===== src/rtl/fadd_pkg.sv =====
// Shared types, constants and operand unpack helpers for the binary32 pipelined adder.
package fadd_pkg;

  localparam int unsigned EXP_BIAS = 127;
  localparam int unsigned EXP_MAX  = 255;
  localparam int unsigned MANT_W   = 24;
  localparam int unsigned GRS_W    = 3;
  localparam int unsigned EXT_W    = MANT_W + GRS_W;
  localparam int unsigned SUM_W    = EXT_W + 1;

  localparam logic [31:0] QNAN    = 32'h7FC0_0000;
  localparam logic [31:0] POS_INF = 32'h7F80_0000;
  localparam logic [31:0] NEG_INF = 32'hFF80_0000;

  typedef struct packed {
    logic        sign;
    logic [7:0]  exp;
    logic [22:0] frac;
  } float32_t;

  typedef enum logic [1:0] {ZERO, NORMAL, INF, NAN} op_class_e;

  typedef struct packed {
    logic              sign;
    logic [7:0]        exp;
    logic [MANT_W-1:0] mant;
    op_class_e         cls;
  } operand_t;

  // Denormals collapse to signed zero with exponent and mantissa cleared
  function automatic operand_t unpack(float32_t f);
    operand_t o;
    o.sign = f.sign;
    if (f.exp == 8'h00)      o.cls = ZERO;
    else if (f.exp == 8'hFF) o.cls = (f.frac == 23'd0) ? INF : NAN;
    else                     o.cls = NORMAL;
    o.exp  = (o.cls == ZERO) ? 8'h00 : f.exp;
    o.mant = (o.cls == NORMAL) ? {1'b1, f.frac} : '0;
    return o;
  endfunction

  function automatic logic [31:0] inf_of(logic sign);
    return sign ? NEG_INF : POS_INF;
  endfunction

endpackage


===== src/rtl/fadd_if.sv =====
// Operand/result bundle between the FPU issue logic and the adder pipeline.
interface fadd_if;
  logic [31:0] x1;
  logic [31:0] x2;
  logic [31:0] y;

  modport master (output x1, output x2, input y);
  modport slave  (input x1, input x2, output y);
endinterface


===== src/rtl/fadd_lzc.sv =====
// Combinational leading-zero counter over the 28-bit raw sum; all-zero input returns 28.
module fadd_lzc
  import fadd_pkg::*;
(
  input  logic [SUM_W-1:0] a,
  output logic [4:0]       lz_c
);

  always_comb begin
    logic found;
    lz_c  = 5'd28;
    found = 1'b0;
    for (int i = SUM_W - 1; i >= 0; i--) begin
      if (!found && a[i]) begin
        lz_c  = 5'(SUM_W - 1 - i);
        found = 1'b1;
      end
    end
  end

endmodule


===== src/rtl/fadd_pipe.sv =====
// Seven-stage binary32 adder: unpack, swap, align, add, lzc, normalise, round/pack.
module fadd_pipe
  import fadd_pkg::*;
#(
  parameter int unsigned NSTAGE = 7
) (
  input  logic   clk,
  input  logic   rstn,
  fadd_if.slave  bus
);

  localparam int unsigned ALIGN_MAX = EXT_W - 1;
  localparam int unsigned WIDE_W    = EXT_W + ALIGN_MAX;

  if (NSTAGE != 7) begin : g_nstage_chk
    $error("fadd_pipe supports NSTAGE=7 only");
  end

  // Stage 1: unpack and classify
  operand_t s1_a, s1_b;
  always_ff @(posedge clk or negedge rstn) begin
    if (!rstn) begin
      s1_a <= '0;
      s1_b <= '0;
    end else begin
      s1_a <= unpack(float32_t'(bus.x1));
      s1_b <= unpack(float32_t'(bus.x2));
    end
  end

  // Stage 2: magnitude swap and special-case resolution
  logic              swap_c, spec_c;
  logic [31:0]       spec_val_c;
  logic [7:0]        big_exp_c, small_exp_c;
  logic [MANT_W-1:0] big_mant_c, small_mant_c;

  always_comb begin
    swap_c       = {s1_b.exp, s1_b.mant} > {s1_a.exp, s1_a.mant};
    big_exp_c    = swap_c ? s1_b.exp  : s1_a.exp;
    small_exp_c  = swap_c ? s1_a.exp  : s1_b.exp;
    big_mant_c   = swap_c ? s1_b.mant : s1_a.mant;
    small_mant_c = swap_c ? s1_a.mant : s1_b.mant;
    spec_c       = 1'b1;
    spec_val_c   = QNAN;
    if (s1_a.cls == NAN || s1_b.cls == NAN) spec_val_c = QNAN;
    else if (s1_a.cls == INF && s1_b.cls == INF)
      spec_val_c = (s1_a.sign != s1_b.sign) ? QNAN : inf_of(s1_a.sign);
    else if (s1_a.cls == INF) spec_val_c = inf_of(s1_a.sign);
    else if (s1_b.cls == INF) spec_val_c = inf_of(s1_b.sign);
    else if (s1_a.cls == ZERO && s1_b.cls == ZERO)
      spec_val_c = {s1_a.sign & s1_b.sign, 31'd0};
    else spec_c = 1'b0;
  end

  logic              s2_sign, s2_sub, s2_spec;
  logic [7:0]        s2_exp, s2_shift;
  logic [MANT_W-1:0] s2_big, s2_small;
  logic [31:0]       s2_spec_val;
  always_ff @(posedge clk or negedge rstn) begin
    if (!rstn) begin
      s2_sign <= 1'b0; s2_sub <= 1'b0; s2_spec <= 1'b0;
      s2_exp <= '0; s2_shift <= '0; s2_big <= '0; s2_small <= '0; s2_spec_val <= '0;
    end else begin
      s2_sign     <= swap_c ? s1_b.sign : s1_a.sign;
      s2_sub      <= s1_a.sign ^ s1_b.sign;
      s2_spec     <= spec_c;
      s2_exp      <= big_exp_c;
      s2_shift    <= big_exp_c - small_exp_c;
      s2_big      <= big_mant_c;
      s2_small    <= small_mant_c;
      s2_spec_val <= spec_val_c;
    end
  end

  // Stage 3: align smaller operand, folding shifted-out bits into sticky
  logic [WIDE_W-1:0] wide_c;
  logic [EXT_W-1:0]  small_ext_c;
  always_comb begin
    wide_c = {s2_small, {(WIDE_W-MANT_W){1'b0}}} >> s2_shift;
    if (s2_shift >= 8'(ALIGN_MAX))
      small_ext_c = {{(EXT_W-1){1'b0}}, |s2_small};
    else
      small_ext_c = {wide_c[WIDE_W-1 -: EXT_W-1], |wide_c[ALIGN_MAX:0]};
  end

  logic             s3_sign, s3_sub, s3_spec;
  logic [7:0]       s3_exp;
  logic [EXT_W-1:0] s3_big, s3_small;
  logic [31:0]      s3_spec_val;
  always_ff @(posedge clk or negedge rstn) begin
    if (!rstn) begin
      s3_sign <= 1'b0; s3_sub <= 1'b0; s3_spec <= 1'b0;
      s3_exp <= '0; s3_big <= '0; s3_small <= '0; s3_spec_val <= '0;
    end else begin
      s3_sign     <= s2_sign;
      s3_sub      <= s2_sub;
      s3_spec     <= s2_spec;
      s3_exp      <= s2_exp;
      s3_big      <= {s2_big, {GRS_W{1'b0}}};
      s3_small    <= small_ext_c;
      s3_spec_val <= s2_spec_val;
    end
  end

  // Stage 4: magnitude add/subtract; big >= small so the difference never goes negative
  logic             s4_sign, s4_spec;
  logic [7:0]       s4_exp;
  logic [SUM_W-1:0] s4_sum;
  logic [31:0]      s4_spec_val;
  always_ff @(posedge clk or negedge rstn) begin
    if (!rstn) begin
      s4_sign <= 1'b0; s4_spec <= 1'b0; s4_exp <= '0; s4_sum <= '0; s4_spec_val <= '0;
    end else begin
      s4_sign     <= s3_sign;
      s4_spec     <= s3_spec;
      s4_exp      <= s3_exp;
      s4_sum      <= s3_sub ? ({1'b0, s3_big} - {1'b0, s3_small})
                            : ({1'b0, s3_big} + {1'b0, s3_small});
      s4_spec_val <= s3_spec_val;
    end
  end

  // Stage 5: leading-zero count
  logic [4:0] lz_c;
  fadd_lzc u_lzc (.a(s4_sum), .lz_c(lz_c));

  logic             s5_sign, s5_spec;
  logic [7:0]       s5_exp;
  logic [4:0]       s5_lz;
  logic [SUM_W-1:0] s5_sum;
  logic [31:0]      s5_spec_val;
  always_ff @(posedge clk or negedge rstn) begin
    if (!rstn) begin
      s5_sign <= 1'b0; s5_spec <= 1'b0; s5_exp <= '0; s5_lz <= '0; s5_sum <= '0;
      s5_spec_val <= '0;
    end else begin
      s5_sign     <= s4_sign;
      s5_spec     <= s4_spec;
      s5_exp      <= s4_exp;
      s5_lz       <= lz_c;
      s5_sum      <= s4_sum;
      s5_spec_val <= s4_spec_val;
    end
  end

  // Stage 6: normalise; a negative or zero biased exponent flushes to signed zero
  logic [EXT_W-1:0] norm_c;
  logic [9:0]       ex_c;
  logic             zero_sum_c, uflow_c;
  always_comb begin
    zero_sum_c = (s5_sum == '0);
    if (s5_sum[SUM_W-1]) begin
      norm_c = {s5_sum[SUM_W-1:2], |s5_sum[1:0]};
      ex_c   = {2'b00, s5_exp} + 10'd1;
    end else begin
      norm_c = EXT_W'(s5_sum << (s5_lz - 5'd1));
      ex_c   = {2'b00, s5_exp} + 10'd1 - {5'd0, s5_lz};
    end
    uflow_c = ex_c[9] || (ex_c == 10'd0);
  end

  logic             s6_sign, s6_zero, s6_spec;
  logic [7:0]       s6_exp;
  logic [EXT_W-1:0] s6_norm;
  logic [31:0]      s6_spec_val;
  always_ff @(posedge clk or negedge rstn) begin
    if (!rstn) begin
      s6_sign <= 1'b0; s6_zero <= 1'b0; s6_spec <= 1'b0; s6_exp <= '0; s6_norm <= '0;
      s6_spec_val <= '0;
    end else begin
      s6_sign     <= zero_sum_c ? 1'b0 : s5_sign;
      s6_zero     <= zero_sum_c | uflow_c;
      s6_spec     <= s5_spec;
      s6_exp      <= ex_c[7:0];
      s6_norm     <= norm_c;
      s6_spec_val <= s5_spec_val;
    end
  end

  // Stage 7: round to nearest even, pack, special-case select
  logic [MANT_W:0] mant_r_c;
  logic [8:0]      exp_r_c;
  logic            up_c;
  logic [31:0]     res_c;
  always_comb begin
    up_c     = s6_norm[2] & (s6_norm[1] | s6_norm[0] | s6_norm[GRS_W]);
    mant_r_c = {1'b0, s6_norm[EXT_W-1:GRS_W]} + (MANT_W+1)'(up_c);
    exp_r_c  = {1'b0, s6_exp} + 9'(mant_r_c[MANT_W]);
    if (s6_spec)                      res_c = s6_spec_val;
    else if (s6_zero)                 res_c = {s6_sign, 31'd0};
    else if (exp_r_c >= 9'(EXP_MAX))  res_c = inf_of(s6_sign);
    else if (mant_r_c[MANT_W])        res_c = {s6_sign, exp_r_c[7:0], mant_r_c[MANT_W-1:1]};
    else                              res_c = {s6_sign, exp_r_c[7:0], mant_r_c[MANT_W-2:0]};
  end

  always_ff @(posedge clk or negedge rstn) begin
    if (!rstn) bus.y <= '0;
    else       bus.y <= res_c;
  end

endmodule


===== src/flat_wrapper.sv =====
// flat-port wrapper written by rule: the top's interface ports become plain ports
module fadd_pipe_flat import fadd_pkg::*;
#(
  parameter int unsigned NSTAGE = 7
)
  (clk, rstn, bus_x1, bus_x2, bus_y);
  fadd_if bus_i ();
  input  logic clk;
  input  logic rstn;
  input wire logic [$bits(bus_i.x1)-1:0] bus_x1;
  input wire logic [$bits(bus_i.x2)-1:0] bus_x2;
  output wire logic [$bits(bus_i.y)-1:0] bus_y;
  assign bus_i.x1 = bus_x1;
  assign bus_i.x2 = bus_x2;
  assign bus_y = bus_i.y;
  fadd_pipe #(.NSTAGE(NSTAGE)) u_core (.clk(clk), .rstn(rstn), .bus(bus_i));
endmodule

===== config.mk =====
export PLATFORM = sky130hd
export DESIGN_NAME = fadd_pipe_flat
export DESIGN_NICKNAME = d
export VERILOG_FILES = /design/src/rtl/fadd_pkg.sv /design/src/rtl/fadd_if.sv /design/src/rtl/fadd_lzc.sv /design/src/rtl/fadd_pipe.sv /design/src/flat_wrapper.sv
export SDC_FILE = /design/constraint.sdc
export NUM_CORES = 1
export LEC_CHECK = 0
export ABC_AREA = 1
export CAP_MARGIN = 20
export CORE_ASPECT_RATIO = 0.9
export CORE_UTILIZATION = 39
export CTS_CLUSTER_DIAMETER = 60
export DETAILED_ROUTE_END_ITERATION = 10
export GPL_TIMING_DRIVEN = 0
export SLEW_MARGIN = 30
export SYNTH_ARGS = -nofsm -noshare
export SYNTH_HDL_FRONTEND = slang
export SYNTH_HIERARCHICAL = 1
export SYNTH_SLANG_ARGS = --single-unit

===== constraint.sdc =====
create_clock -name clk -period 4.15 [get_ports clk]
set_input_delay 0.6225 -clock clk [delete_from_list [all_inputs] [get_ports clk]]
set_output_delay 0.6225 -clock clk [all_outputs]
set_load 0.03 [all_outputs]

# --- Word-level counts from Yosys, hierarchy flattened ---
# Index checks and enable logic that the tools add are counted.
totals:
  register_bits: 510
  inputBits: 66
op_classes:
  add_sub_neg: 8
  order_cmp: 3
  eq_ne: 9
  shifts: 2
  muxes: 93
  bitwise_logic: 6
  n_reduce_logical: 71
op_table:
  columns: ["op", "count"]
  rows:
  - ["$mux W32", 12]
  - ["$mux W5", 28]
  - ["$mux W24", 4]
  - ["$mux W27", 2]
  - ["$shr A53 B8 Y53", 1]
  - ["$logic_not A23 Y1", 2]
  - ["$mux W1", 36]
  - ["$gt A32 B32 Y1", 1]
  - ["$mux W8", 4]
  - ["$logic_and A1 B1 Y1", 29]
  - ["$add A27 B27 Y28", 1]
  - ["$logic_not A28 Y1", 1]
  - ["$mux W28", 1]
  - ["$shl A28 B5 Y27", 1]
  - ["$sub A27 B27 Y28", 1]
  - ["$logic_not A1 Y1", 27]
  - ["$reduce_or A27 Y1", 1]
  - ["$add A24 B1 Y25", 1]
  - ["$reduce_or A24 Y1", 1]
  - ["$mux W23", 1]
  - ["$eq A8 B8 Y1 const B", 2]
  - ["$logic_not A8 Y1", 2]
  - ["$logic_not A10 Y1", 1]
  - ["$mux W10", 1]
  - ["17 further kinds", 31]

# --- Longest topological paths before layout ---
depth:
  depth_word: 82
  ltp_mapped: 23
  mapped_depth_nobuf: 23

# --- Modules after synthesis ---
# Netlist, hierarchy kept.
modules_own_cells:
  columns: ["mod", "n_inst", "cells_per_inst", "area_each_um2", "seq_area_each_um2"]
  rows:
  - ["fadd_pipe", 1, 2333, 19045.8, 9133.8]
  - ["fadd_lzc", 1, 77, 467.9, 0.0]

# --- Worst setup path before layout ---
# No wires, ideal clock.
synth_path:
  path_type: "reg-to-reg"
  startpoint: "register u_core.s6_norm[2]"
  endpoint: "register u_core.bus.y[15]"
  setup_ns: 0.137
  t_arrival_ns: 3.191
  required_ns: 4.013
  slack_ns: 0.821
  path_stages_with_launch: 23
  cell_sequence: "dfrtp_1 -> nand2_1 -> inv_1 -> ha_1 -> nand2_2 -> nor2_4 -> nand3b_4 -> nand3b_4 -> nor2_1 -> nand4_1 -> nor2_1 -> nand4_1 -> nor4_1 -> ha_1 -> nand3_1 -> nand3b_1 -> nand3b_1 -> xor2_1 -> inv_1 -> nand3_1 -> nand2_1 -> clkbuf_1 -> nor3_1"
synth_between:
  elab_chain_len: 7
  elab_cells_between_ends: 8
synth_rtl:
  columns: ["element", "line_no", "source"]
  rows:
  - ["from (decl)", "fadd_pipe.sv:164", "logic [EXT_W-1:0] s6_norm;"]
  - ["from (signal assigned)", "fadd_pipe.sv:175", "s6_norm <= norm_c;"]
  - ["$and A1 B1 Y1 (*)", "fadd_pipe.sv:186", "up_c = s6_norm[2] & (s6_norm[1] | s6_norm[0] | s6_norm[GRS_W]);"]
  - ["$add A24 B1 Y25 (*)", "fadd_pipe.sv:187", "mant_r_c = {1'b0, s6_norm[EXT_W-1:GRS_W]} + (MANT_W+1)'(up_c);"]
  - ["$add A8 B1 Y9", "fadd_pipe.sv:188", "exp_r_c = {1'b0, s6_exp} + 9'(mant_r_c[MANT_W]);"]
  - ["$ge A9 B8 Y1", "fadd_pipe.sv:191", "else if (exp_r_c >= 9'(EXP_MAX)) res_c = inf_of(s6_sign);"]
  - ["$mux W32 (*)", "fadd_pipe.sv:191", null]
  - ["$mux W32 (*)", "fadd_pipe.sv:190", "else if (s6_zero) res_c = {s6_sign, 31'd0};"]
  - ["$mux W32 (*)", "fadd_pipe.sv:189", "if (s6_spec) res_c = s6_spec_val;"]
  - ["via u_core.res_c[15]", "fadd_pipe.sv:184", "logic [31:0] res_c;"]
  - ["to (signal assigned)", "fadd_pipe.sv:198", "else bus.y <= res_c;"]
  - ["to (decl)", "fadd_if.sv:8", "modport slave (input x1, input x2, output y);"]
# The timed path passes the listed nets; every way through them passes the cells marked *.

# --- Final worst setup path ---
layout_path:
  startpoint: "register u_core.s5_lz[0]"
  endpoint: "register u_core.s6_norm[24]"
layout_between:
  elab_chain_len: 3
layout_rtl:
  columns: ["element", "line_no", "source"]
  rows:
  - ["from (decl)", "fadd_pipe.sv:129", "logic [4:0] s5_lz;"]
  - ["from (signal assigned)", "fadd_pipe.sv:140", "s5_lz <= lz_c;"]
  - ["$sub A5 B1 Y5", "fadd_pipe.sv:156", "norm_c = EXT_W'(s5_sum << (s5_lz - 5'd1));"]
  - ["$shl A28 B5 Y27", "fadd_pipe.sv:156", null]
  - ["$mux W27", "fadd_pipe.sv:152", "if (s5_sum[SUM_W-1]) begin"]
  - ["via u_core.norm_c[24]", "fadd_pipe.sv:147", "logic [EXT_W-1:0] norm_c;"]
# The timed path passes the listed nets, and every way through them passes these cells.

==> results.ini <==
[drt]
route.detailed.drc = 0
route.antenna.remaining_nets = 0
vias = 16560
vias_per_cell = 5.075
wl_per_cell_um = 17.67
drt_iter0_markers = 1279
dr.pass1.iters = 6
routed_wl_mm = 57.65

[timing]
final.period_utilization = 0.9461
fin_ws_ps = 223.8
finalMaxSlewViolations = 0
slew_headroom = 0.3344
hold_violations = 0
rsz0062_at_grt = true
hold_slack_ps = 342.7
min_period_ps = 3926
max_freq_mhz = 254.7
worstMarginPinSlew_ps = 990.2
setup_viol = 0
fin_skew_ps = 31.58

[global_route]
antenna_found_initial = 1
grt_max_degree = 94
grt.total_usage = 0.2284
grt_pass1_vias = 15960
grt_first_pass_wirelength_mm = 89.90
overflow = 0

[clocking]
cts_buffer_depth = 3
clk_latency_ps = 580
cts_sinks = 365
clockRootBuffer = clkbuf_16
clkTransAtPathRegs_ps = 60
tritoncts = done
cts.htree.levels = 2
cts-buffers-inserted = 42

[floorplanning]
dieArea_um2 = 50930
io-pin-count = 98
die_x_um = 237.8
die_h_um = 214.2
row_count = 77
start_util = 0.3964
core_um2 = 49230

[setup_path]
rr_endpoint = u_core/s6_norm[24]
r2r_slack_ps = 220
startpoint_type = flip-flop
crit_fanout = 10
cpMostUsedCell = mux2i_1
worst_ep_arrival_time_ps = 4330
worstPathRequired_ps = 4550
crit_chain = clkinv_1 -> ha_1 -> clkbuf_1 -> inv_2 -> buf_1 -> mux2i_1 -> mux2i_1 -> o21ai_0 -> o221ai_1
reg2reg_from = u_core/s5_lz[0]
reg2reg_depth = 9
path_class = flip-flop to flip-flop
cp_slowest_stage_delay_ps = 750
worst_setup_path_end_kind = flip-flop
cp_slowest_cell = o21ai_0

[job]
drv_cap = 0

[yosys]
yosysSeqAreaShare = 0.4681
synth_area_um2 = 19510
synth_enable_flop_cells = 0
syn_area_per_cell_um2 = 8.097
synth.net_count = 2570
synth-main-ff-cell = dfrtp_1
synthCells = 2410
ys_seq_elements = 365
yosys_warnings = 6
async_flop_share = 1.000
synth_cell_type_count = 54

[placement]
place_ws_ps = -158.3
finalWeightedCongestion = 0.9165
dp_hpwl_mm = 47.06
dpl_cell_area_um2 = 21460
io_buffer_count = 97

[status]
status = finished, final reports clean

[power]
p_leak_uw = 0.01126
p_per_area_nw_per_um2 = 648.2
ir_drop_mv = 0.3770
total_power_uw = 14990

[worst_hold_path]
hp-start = u_core/s2_exp[4]
hp-class = flip-flop to flip-flop
min_to = u_core/s3_exp[4]
hold_depth = 0

[cells_and_area]
fin_area_um2 = 23130
layout_common_cells = 543 x nand2_1, 365 x dfrtp_1, 335 x inv_1
num_antenna_cells = 0
drive_gt1_frac = 0.05944
area_growth_pct = 18.54
final_common_cell = nand2_1
finish.net_count = 2720

## registers in the layout (all words and copies together), names as in the netlist, 24 cells and up
name and cells:
u_core/s2_big 24, u_core/s4_sum 28, u_core/bus.y 32, u_core/s1_a 35, u_core/s2_small 24, u_core/s1_b 35, u_core/s6_norm 27, u_core/s5_sum 28
u_core/s3_small 27, u_core/s3_big 24
## metrics by stage
| stage | setup TNS, ps | cells | utilization |
|---|---|---|---|
| finish | 0 | 3262 | 0.4698 |
| global route | -284.0 | 3262 | 0.4698 |
| CTS | 0 | 3259 | 0.4681 |
| detailed placement | -1686 | 3183 | 0.4359 |
| global placement | -4605730 | 3178 | 0.4331 |
| floorplan | 0 | 2410 | - |
## logic make-up (layout without fill, tap and decap cells)
family	Yosys count	after routing	synth area share
mux	23	23	0.01186
xor+xnor	58	58	0.02603
simple gates	1028	1028	0.2319
buf+inv	444	625	0.08688
flops	365	365	0.4681
fa+ha+maj	94	94	0.06104
compound gates	398	398	0.1142
## cell type report
cell class	count	area, um^2
well taps	671	839.6
flip-flops and latches	365	9134
multi-input cells	1601	8757
clock buffers	50	1131
repair buffers	106	1126
clock inverters	25	436.7
inverters	344	1291
fillers	4834	26100
plain buffers	100	415.4
## repair_timing
| item | CTS | global route |
|---|---|---|
| pin swaps | 0 | 6 |
| setup endpoints to repair | 20 | 29 |
| hold endpoints to repair | 37 | 0 |
| resized for setup | 3 | 25 |
| hold buffers | 1 | 0 |
| cloned | 0 | 0 |
| setup buffers | 0 | 3 |
## worst max path at each step
| stage | from | end | slack [ps] | cells past startpoint |
|---|---|---|---|---|
| after global routing | u_core/s6_norm[3] | u_core/bus.y[24] | -40 | 23 |
| after detailed placement | u_core/s6_norm[2] | u_core/bus.y[26] | -160 | 23 |
| after floorplan | u_core/s6_norm[2] | u_core/bus.y[15] | 820 | 22 |
| after CTS | u_core/s6_norm[3] | u_core/bus.y[26] | 30 | 23 |
| final | u_core/s5_lz[0] | u_core/s6_norm[24] | 220 | 9 |
| after global placement | rstn | u_core/s1_a[8] | -12680 | 1 |
## per-layer routing
metal  vias to the layer above  global-route usage  routed length (um)
met2                       420              0.3481               25460
li1                       8120                   -                   -
met4                         0             0.07548                1890
met3                        89             0.03566                3072
met5                         -                   0                   0
met1                      7926              0.3305               27230
## power breakdown
| part | leakage (uW) | switching (uW) | internal, uW | total (uW) |
|---|---|---|---|---|
| registers | 0.00438 | 630 | 4350 | 4980 |
| logic | 0.00613 | 4020 | 1860 | 5880 |
| clock network | 0.000752 | 1540 | 2600 | 4130 |
| total | 0.0113 | 6190 | 8800 | 15000 |
## critical path, delay by kind of cell (launching register included)
kind,cells,cell delay [ps]
buf+inv,4,1270
compound gates,2,1000
fa+ha+maj,1,390
mux,2,570
flops,1,520
## synth_stat cells (7+ instances only)
cell type / number / share of area
clkbuf_1: 80 / 0.015
nand3_1: 143 / 0.037
mux2i_1: 22 / 0.011
nor2_1: 196 / 0.038
nand2_1: 545 / 0.10
a31oi_1: 10 / 0.0032
a21oi_1: 94 / 0.024
buf_1: 7 / 0.0013
nand2_2: 7 / 0.0022
nand4_1: 41 / 0.013
inv_1: 335 / 0.064
o211ai_1: 21 / 0.0081
o221ai_1: 13 / 0.0058
o21a_1: 7 / 0.0027
o21ai_0: 203 / 0.052
xor2_1: 52 / 0.023
buf_2: 11 / 0.0028
nor3_1: 23 / 0.0059
o22ai_1: 21 / 0.0067
dfrtp_1: 365 / 0.47
nor4_1: 33 / 0.011
ha_1: 92 / 0.059
nand3b_1: 7 / 0.0027
nor2_4: 8 / 0.0046
Note: power is estimated with default switching activity, not from simulation.
==> patch, RTL diff (same settings) <==
Take the reset off `s5_sum` and load it in a clocked block of its own.
--- a/src/rtl/fadd_pipe.sv
+++ b/src/rtl/fadd_pipe.sv
@@ -131,16 +131,19 @@
   logic [31:0]      s5_spec_val;
   always_ff @(posedge clk or negedge rstn) begin
     if (!rstn) begin
-      s5_sign <= 1'b0; s5_spec <= 1'b0; s5_exp <= '0; s5_lz <= '0; s5_sum <= '0;
+      s5_sign <= 1'b0; s5_spec <= 1'b0; s5_exp <= '0; s5_lz <= '0; 
       s5_spec_val <= '0;
     end else begin
       s5_sign     <= s4_sign;
       s5_spec     <= s4_spec;
       s5_exp      <= s4_exp;
       s5_lz       <= lz_c;
-      s5_sum      <= s4_sum;
       s5_spec_val <= s4_spec_val;
     end
+  end
+
+  always_ff @(posedge clk) begin
+    s5_sum <= s4_sum;
   end
 
   // Stage 6: normalise; a negative or zero biased exponent flushes to signed zero
Behaviour: no difference found for any inputs over 4 cycles, from zero or initial values and one cycle with rstn low; that may be too few to reach the edited logic, so the function may still have changed.
==> patch against the original RTL <==
Wire length is 8.2% lower. Area after synthesis down 2.3%. Count of clock-buffer cells in the layout up 9. Cell area fell by 2.6%. Combinational power is 7.1% lower. Non-clock buffer count is the same. Power is 5.1% lower. Setup slack better by 0.16 ns. Via count shrank 3.8%. Largest power group unchanged. Critical endpoint unchanged. Sequential cell count unchanged.
==> patch: results (changes against the original RTL) <==
Global routing
  – Gr usage total: 21.6% (-1.2 points)
  – First-pass GRT wire length: 84,400 µm (-6.1%)
  – Initial antenna violation count: 0 (-1)

Worst setup path
  – Largest stage delay, worst path: 0.52 ns (-0.23 ns)
  – Cells on worst reg2reg path: 11 (+2)
  – Crit path arrival time: 4.19 ns (-0.14 ns)
  – Flop2flop setup slack: 0.39 ns (+0.16 ns)

Drt
  – Via count: 15,900 (-3.8%)
  – Starting DRC count in detailed routing: 1,166 (-8.8%)
  – Routed wire length: 52,900 µm (-8.2%)
  – Drt first pass iters: 5 (-1)
  – Avg WL per Cell: 16.8 µm (-4.8%)

Clocking
  – Post_cts resized: 2 (-1)
  – Hold-fix buffers at CTS: 0 (-1)
  – Post-CTS setup buffer count: 2 (+2)

Placed design
  – HPWL after detailed placement: 42,200 µm (-10%)
  – Dpl cells: 3,057 (-4.0%)

Yosys
  – Library cells used by synthesis: 57 (+5.6%)
  – Sequential area share after synthesis: 47.2% (+0.37 points)
  – Ys async rst share: 92.3% (-7.7 points)
  – Syn avg cell area: 8.17 µm² (+0.91%)
  – Post-Syn Nets: 2,493 (-3.0%)
  – Area contributors post-synth: dfrtp_1 44%, nand2_1 9.9%, inv_1 6.1%

Status
  – Outcome: finished clean

Power and ir drop
  – Peak supply drop: 0.273 mV (-28%)

Cells and area
  – Layout cells sized above 1: 6.71% (+0.76 points)
==> patch: through the flow <==
step | setup WS (ns) | hold WS, ns | utilization (%)
after floorplan | 0.564 | 0.327 | -
after global placement | -11.57 | 0.331 | 43.3
after detailed placement | -0.232 | 0.335 | 43.5
after CTS | 0.0234 | 0.0294 | 46.6
after global routing | -0.00332 | 0.0660 | 46.9
final | 0.386 | 0.0355 | 46.9
==> patch: layer usage <==
| metal | wire (µm) | share of wire, % | track usage (%) | vias up |
|---|---|---|---|---|
| met4 | 1570 | 3.0 | 7.01 | 0 |
| met1 | 25200 | 48 | 29.9 | 7539 |
| met5 | 0 | 0 | 0 | - |
| met3 | 2350 | 4.4 | 3.09 | 85 |
| met2 | 23800 | 45 | 34.9 | 399 |
| li1 | - | - | - | 7903 |
==> patch: cells by family after synthesis <==
| kind of cell | after synthesis | synth area share [%] |
|---|---|---|
| AO/OA/AOI/OAI | 424 | 12.3 |
| XOR/XNOR | 57 | 2.62 |
| adder cells (fa/ha/maj) | 94 | 6.25 |
| buffers and inverters | 421 | 8.46 |
| flip-flops | 365 | 47.2 |
| multiplexers | 23 | 1.21 |
| AND/OR/NAND/NOR | 949 | 21.9 |
==> patch: power groups by stage <==
stage                     Sequential, mW  Clock [mW]  Combinational, mW
after detailed placement            5.02           0               5.34
final                               4.96        3.82               5.46
after floorplan                     5.07           0               3.27
after global placement              5.01           0               5.39
after global routing                5.05        4.08               6.08
after CTS                           4.96        3.91               5.37
==> patch: cell type report <==
cell class,instances,area (µm²),area share [%]
inverters,324,1220,5.40
clock inverters,19,292,1.29
clock buffers,59,1160,5.17
repair buffers,109,1130,5.01
plain buffers,97,410,1.82
well taps,624,781,3.47
multi-input cells,1547,8540,37.9
flip-flops and latches,365,8990,39.9
